## src/rtl/mem_access_sequencer.sv

```systemverilog
// rtl/mem_access_sequencer.sv - multicycle write-back / memory access sequencer for the load/store path
module mem_access_sequencer #(
    parameter int MEM_WAIT = 2
) (
    input  logic       clk,
    input  logic       reset,
    input  logic       start,
    input  logic [2:0] op,
    input  logic [1:0] addr_lo,
    output logic       busy,
    output logic       done,
    output logic       err,
    output logic [1:0] memto_reg,
    output logic       reg_write,
    output logic       mdr_load,
    output logic       mem_wr,
    output logic [1:0] size_sel
);

    localparam logic [2:0] OP_ALU = 3'b000;
    localparam logic [2:0] OP_LW  = 3'b001;
    localparam logic [2:0] OP_LH  = 3'b010;
    localparam logic [2:0] OP_LB  = 3'b011;
    localparam logic [2:0] OP_SW  = 3'b100;
    localparam logic [2:0] OP_SH  = 3'b101;
    localparam logic [2:0] OP_SB  = 3'b110;
    localparam logic [2:0] OP_LUI = 3'b111;

    localparam logic [3:0] WAIT_LOAD = 4'(MEM_WAIT - 1);

    typedef enum logic [2:0] {
        S_IDLE,
        S_ADDR,
        S_WAIT,
        S_LATCH,
        S_WB,
        S_WRITE,
        S_ERR
    } state_t;

    state_t     state_q, state_d;
    logic [2:0] op_q, op_d;
    logic [1:0] addr_q, addr_d;
    logic [3:0] cnt_q, cnt_d;

    logic       misaligned;
    logic       is_load_q;

    // Alignment of the incoming request, evaluated on the live inputs at accept.
    always_comb begin
        misaligned = 1'b0;
        case (op)
            OP_LW, OP_SW: misaligned = (addr_lo != 2'b00);
            OP_LH, OP_SH: misaligned = addr_lo[0];
            default:      misaligned = 1'b0;
        endcase
    end

    assign is_load_q = (op_q == OP_LW) || (op_q == OP_LH) || (op_q == OP_LB);

    // State, latched request and wait counter registers.
    always_ff @(posedge clk or posedge reset) begin
        if (reset) begin
            state_q <= S_IDLE;
            op_q    <= 3'b000;
            addr_q  <= 2'b00;
            cnt_q   <= 4'd0;
        end else begin
            state_q <= state_d;
            op_q    <= op_d;
            addr_q  <= addr_d;
            cnt_q   <= cnt_d;
        end
    end

    // Next-state logic: accept in IDLE only, count down memory latency in WAIT.
    always_comb begin
        state_d = state_q;
        op_d    = op_q;
        addr_d  = addr_q;
        cnt_d   = cnt_q;
        case (state_q)
            S_IDLE: begin
                if (start) begin
                    op_d   = op;
                    addr_d = addr_lo;
                    if (op == OP_ALU || op == OP_LUI) begin
                        state_d = S_WB;
                    end else if (misaligned) begin
                        state_d = S_ERR;
                    end else if (op == OP_SW) begin
                        // Full-word store needs no read, so no merge cycle.
                        state_d = S_WRITE;
                    end else begin
                        state_d = S_ADDR;
                    end
                end
            end
            S_ADDR: begin
                cnt_d   = WAIT_LOAD;
                state_d = S_WAIT;
            end
            S_WAIT: begin
                if (cnt_q == 4'd0) begin
                    state_d = S_LATCH;
                end else begin
                    cnt_d = cnt_q - 4'd1;
                end
            end
            S_LATCH: begin
                // Sub-word stores continue to the merge-and-write cycle.
                state_d = is_load_q ? S_WB : S_WRITE;
            end
            S_WB:    state_d = S_IDLE;
            S_WRITE: state_d = S_IDLE;
            S_ERR:   state_d = S_IDLE;
            default: state_d = S_IDLE;
        endcase
    end

    // Moore output decode from state and the latched request only.
    always_comb begin
        busy      = (state_q != S_IDLE);
        done      = 1'b0;
        err       = 1'b0;
        memto_reg = 2'b00;
        reg_write = 1'b0;
        mdr_load  = 1'b0;
        mem_wr    = 1'b0;
        size_sel  = 2'b00;
        case (state_q)
            S_LATCH: mdr_load = 1'b1;
            S_WB: begin
                reg_write = 1'b1;
                done      = 1'b1;
                case (op_q)
                    OP_LW:   begin memto_reg = 2'b01; size_sel = 2'b00; end
                    OP_LH:   begin memto_reg = 2'b01; size_sel = 2'b01; end
                    OP_LB:   begin memto_reg = 2'b01; size_sel = 2'b10; end
                    OP_LUI:  memto_reg = 2'b10;
                    default: memto_reg = 2'b00;
                endcase
            end
            S_WRITE: begin
                mem_wr = 1'b1;
                done   = 1'b1;
                case (op_q)
                    OP_SH:   size_sel = 2'b01;
                    OP_SB:   size_sel = 2'b10;
                    default: size_sel = 2'b00;
                endcase
            end
            S_ERR: begin
                err  = 1'b1;
                done = 1'b1;
            end
            default: ;
        endcase
    end

endmodule

```

## config.mk

```make
export PLATFORM = sky130hd
export DESIGN_NAME = mem_access_sequencer
export DESIGN_NICKNAME = d
export VERILOG_FILES = /design/src/rtl/mem_access_sequencer.sv
export SDC_FILE = /design/constraint.sdc
export NUM_CORES = 1
export LEC_CHECK = 0
export CAP_MARGIN = 10
export CORE_ASPECT_RATIO = 0.9
export CORE_MARGIN = 8
export CORE_UTILIZATION = 43
export CTS_CLUSTER_SIZE = 30
export DETAILED_ROUTE_END_ITERATION = 10
export PLACE_DENSITY = 0.71
export SYNTH_ARGS = -nofsm -noshare
export SYNTH_HDL_FRONTEND = slang
export SYNTH_SLANG_ARGS = --single-unit
```

## constraint.sdc

```tcl
create_clock -name clk -period 1.72 [get_ports clk]
set_input_delay 0.344 -clock clk [delete_from_list [all_inputs] [get_ports clk]]
set_output_delay 0.344 -clock clk [all_outputs]
set_load 0.01 [all_outputs]
```

* After elaboration in Yosys (flattened, before gate mapping)
Index checks and enable logic that the tools add are counted.
** Word-level totals
- Bits in registers :: 10
- Latch bits :: 0
- RAM bits :: 0
- Bits in read-only memories :: 0
- Input bits :: 8
- Output and inout port bits :: 10
- Memories :: 0
** Cells by class
- $add $sub $neg :: 1
- Multiply operators :: 0
- Div/mod/pow operators :: 0
- Magnitude comparators :: 0
- Eq/ne operators :: 20
- Shifts and indexed selects :: 0
- Mux-type cells :: 20
- Bitwise gates (word level) :: 0
- Reductions and logical operators :: 16
** Operators by type and width (number)
- equality test 3 bit, second input constant :: 9
- one-hot mux 2 bit (2 select lines) :: 4
- equality test 3 x 2 -> 1 bit, second input constant :: 5
- two-way mux 3 bit :: 5
- one-hot mux 3 bit (4 select lines) :: 1
- equality test 3 x 1 -> 1 bit, second input constant :: 3
- one-hot mux 4 bit (2 select lines) :: 1
- logical NOT 3 bit :: 2
- two-way mux 1 bit :: 6
- inequality test 2 bit, second input constant :: 3
- AND reduction 2 bit :: 3
- OR reduction 3 bit :: 2
- logical NOT 4 bit :: 1
- two-way mux 4 bit :: 1
- nonzero test 2 bit :: 2
- OR reduction 2 bit :: 2
- subtractor 4 x 1 -> 4 bit, second input constant :: 1
- logical OR 1 bit :: 3
- nonzero test 3 bit :: 1
- two-way mux 2 bit :: 1
- one-hot mux 1 bit (2 select lines) :: 1

* Depth between registers and ports, before layout
- Depth after elaboration :: 7
- Mapped depth :: 5
- Depth with buffers taken out :: 5

* Worst setup path after synthesis
Ideal clock, no wire load.
- Kind :: reg-to-reg
- From :: register state_q[1]
- To :: register op_q[0]
- Arrival time :: 1.398 ns
- Data required time :: 1.595 ns
- Path slack :: 0.197 ns
- Cell stages (with the launch flop) :: 4
- Clock period less this slack :: 1.523 ns
- Cells stage by stage :: dfrtp_1 -> or3_4 -> nor2_1 -> mux2_2
** Between the ends
- Longest elaborated chain between the ends :: 2
** RTL lines
- start: declaration :: line 41 : state_t state_q, state_d;
- start signal: assignment :: line 69 : state_q <= state_d;
- logical NOT 3 bit :: line 82 : case (state_q)
- AND reduction 2 bit (no source line)
- end signal: assignment :: line 70 : op_q <= op_d;
- end: declaration :: line 42 : logic [2:0] op_q, op_d;
No other way between the ends.
A chain may end at the register's enable or synchronous reset.

* Worst setup path in the final report
- From :: register state_q[0]
- To :: output size_sel[0]
** Between the ends
- Longest elaborated chain between the ends :: 2
** RTL lines
- equality test 3 bit :: line 131 : case (state_q)
- one-hot mux 2 bit (2 select lines) (*) :: line 131
- end: declaration :: line 17 : output logic [1:0] size_sel
Every way passes the cells marked *; elsewhere a longest branch is shown, timed or not.

==> metrics list <==
- Dividing the detail-routed via count by the number of cells gives 4.99.
* Relative area change from synthesis to final layout: 49.3%
- Worst setup slack after layout: -18.2 ps
- In the final timing run, aggregate negative setup slack is -18.2 ps.
- The later pin in the worst-skew pair is clocked with a latency of 260 ps.
* Clk sinks: 10
- VDD sags by at most 0.000810 V.
- During I/O placement, the number of pins put on the boundary was 18.
- The path class of the tightest hold or removal check is input pin to asynchronous set/reset pin.
- At the worst endpoint, the required time is 1380 ps.
- The floorplan step set the die height to 55.7 um.
- The library cell used most frequently in the layout, excluding fill and tap cells, is sky130_fd_sc_hd__buf_4.
* Top flip-flop cell by instance count after synthesis: sky130_fd_sc_hd__dfrtp_1
* DRC violation count after routing: 0
- Nets@finish: 136
* Final Hold Fails: 0
* Violated checks: setup timing
- For met2 alone, demand over resource in global routing was 0.195.
- Std cell rows: 14
- Mapped Cells: 88
- Start of the worst register-to-register path: state_q[0]
- Setup violations remaining at the end of the flow were counted as 1.
- In this run the remaining antenna-violating nets after routing total 0.
- Each instance of the synthesized netlist takes up on average 8.57 um^2.
- CTS built an H-tree with a depth of 1.
- The number of cells on the worst reg-to-reg path is 5.
- Bufs on Longest Clock Path: 2
- For this run, the register share of the synthesized area comes to 0.332.
- Element type at the critical path start: register
* Area of the die: 3350 um^2
- Total vias in the final route: 738
- After clock tree synthesis, the flow added hold-fix buffers numbering 0.
* Worst setup EP type: output port
- Leaving out fill and tap cells, the most frequent cells in the layout are 21 x sky130_fd_sc_hd__buf_4, 9 x sky130_fd_sc_hd__nand2_1, 9 x sky130_fd_sc_hd__dfrtp_1, 8 x sky130_fd_sc_hd__inv_1.
* Gp weighted congestion: 0.766
- Number of buffers added by the clock tree synthesis step: 3
- TritonCTS built the clock tree.
- Counting flops with a built-in enable in the synthesized netlist gives 0.
* Critical path class: register to output port
- Counting distinct cell types in the post-synthesis netlist gives 32.
- Outcome: finished with violations
* Final critical path time including I/O delays and setup: 1740 ps
- Of the cells placed in the final design, the portion with a size suffix greater than 1 is 0.435.
* Count of port buffers added during placement: 17
- After global routing, the most crowded layer is met2.
- The initial utilization of the core area, before any placement, comes to 0.453.
* Wire length of the first global-routing pass: 3280 um
- The HPWL after detailed placement is 1460 um.
- Max-cap violations: 0
* Min Hold Slack: 374 ps
* Power density over the cells: 1580 nW/um^2
* Share of the clock period used by the worst path: 1.01
* CP Max Fanout: 4
- Setup slack at placement: -145 ps
- Pin count of the biggest net entering global routing: 11
* Die width: 60.2 um
- Lkg Pwr: 0.543 nW
- The number of global-route vias before repair came to 804.
- Net count after synthesis: 98
- The floorplan step defined a core boundary enclosing 1660 um^2.
- Number of max-slew violations in the final report: 0
- For met3 alone, demand over resource in global routing was 0.0393.
* RSZ-0062 raised after global routing: yes
* Tightest slew margin relative to the limit: 0.725
- In the global route stage, overall resource usage came out at 0.122.
- After synthesis the cells add up to 754 um^2.
* Root buffer cell: sky130_fd_sc_hd__clkbuf_4
- Data arrival at the endpoint of the critical path: 1390 ps
- Number of violations reported at the end of detailed-routing iteration 0: 7
- Number of synthesized register bits: 10
- Reg-to-reg setup timing slack: 30 ps
- Global routing finished with a remaining overflow of 0.
- Clock input transition at the sequential cells of the worst setup and hold paths: 70 ps
- 1st-pass router iterations: 4
* Asr flop ratio synth: 1.00
- Warnings from Yosys: 0
* Post-detailed-route wirelength per cell: 12.9 um
- The number of antenna violations at the first check in global routing came to 0.
- Derived from the worst setup path, the maximum achievable clock frequency is 0.575 GHz.
- Met1 track utilization from global routing: 0.145
- Summed over all layers, the routed wires come to 1910 um.
- Antenna Diode Count: 0
- For the pin with the worst max-slew slack, the measured transition is 413 ps.
- Across the routed clock network, the largest skew measured is 7.50 ps.
- Reg2Reg Capture Point: state_q[0]
==> flip-flops by register name, summed over array words and instances, names as in the netlist <==
signal	cells
cnt_q	4
op_q	3
state_q	3
==> per-layer routing <==
metal / wire, um / part of all wire
met2: 906 / 0.48
met4: 22 / 0.012
met3: 68 / 0.036
met5: 0 / 0
met1: 910 / 0.48
==> logic make-up (layout without fill, tap and decap cells) <==
family | after synthesis | after routing | synth area share
adders and majority gates | 3 | 3 | 0.0464
DFF | 10 | 10 | 0.332
buffers and inverters | 14 | 50 | 0.0928
muxes | 6 | 6 | 0.0846
AOI/OAI and AO/OA | 17 | 17 | 0.197
and+or+nand+nor | 38 | 38 | 0.247
==> cell usage after synthesis, drive strengths merged (2+ instances only) <==
cell type	instances	area share
nand3	3	0.020
a21boi	2	0.020
inv	9	0.045
clkbuf	2	0.012
a31oi	2	0.025
o21ai	2	0.013
a21o	3	0.032
nand2	10	0.050
mux2	3	0.045
nor3	7	0.046
ha	2	0.033
dfrtp	10	0.33
a21oi	3	0.020
buf	3	0.036
and2	2	0.017
nor2	10	0.050
a2111oi	2	0.056
nor3b	2	0.020
mux2i	3	0.040
==> worst max-delay path, stage by stage, from the launching register on <==
cell and delay [ps]:
sky130_fd_sc_hd__dfrtp_1 420, sky130_fd_sc_hd__nor2_2 160, sky130_fd_sc_hd__nand2_2 110, sky130_fd_sc_hd__nor3_2 180
sky130_fd_sc_hd__a21o_1 160, sky130_fd_sc_hd__buf_6 110
==> final cells by class <==
class	instances	area (um^2)
Fill cell	128	538
Multi-Input combinational cell	64	482
Timing Repair Buffer	38	307
Sequential cell	10	251
Inverter	9	33.8
Tap cell	24	30.0
Clock buffer	3	22.5
==> worst max path at each step <==
stage | from | depth (start not counted) | slack (ps) | endpoint
final | state_q[0] | 5 | -20 | size_sel[0]
after global routing | state_q[0] | 5 | -80 | size_sel[0]
after CTS | state_q[1] | 5 | -140 | size_sel[1]
after detailed placement | state_q[0] | 5 | -150 | size_sel[1]
after global placement | state_q[0] | 5 | -120 | size_sel[1]
after floorplan | state_q[1] | 3 | 200 | op_q[0]
==> stage by stage <==
step / util / cell area (um^2) / power, W / instances
2_1_floorplan: - / 754 / 0.00108 / 88
5_1_grt: 0.677 / 1130 / 0.00192 / 148
6_report: 0.677 / 1130 / 0.00178 / 148
3_3_place_gp: 0.620 / 1030 / 0.00144 / 139
4_1_cts: 0.647 / 1080 / 0.00167 / 144
3_5_place_dp: 0.620 / 1030 / 0.00147 / 139
==> report_power, final <==
group          switching (W)  internal, W  total, W
Clock              0.0000762    0.0000805  0.000157
Combinational       0.000500     0.000617   0.00112
Sequential          0.000153     0.000349  0.000502
Total               0.000730      0.00105   0.00178
==> repair_timing <==
action | CTS | global route
gates resized for setup | 28 | 21
setup buffers | 2 | 4
pin swaps | 2 | 6
setup endpoints to repair | 11 | 15
No activity file was read; power rests on OpenSTA's default activity.
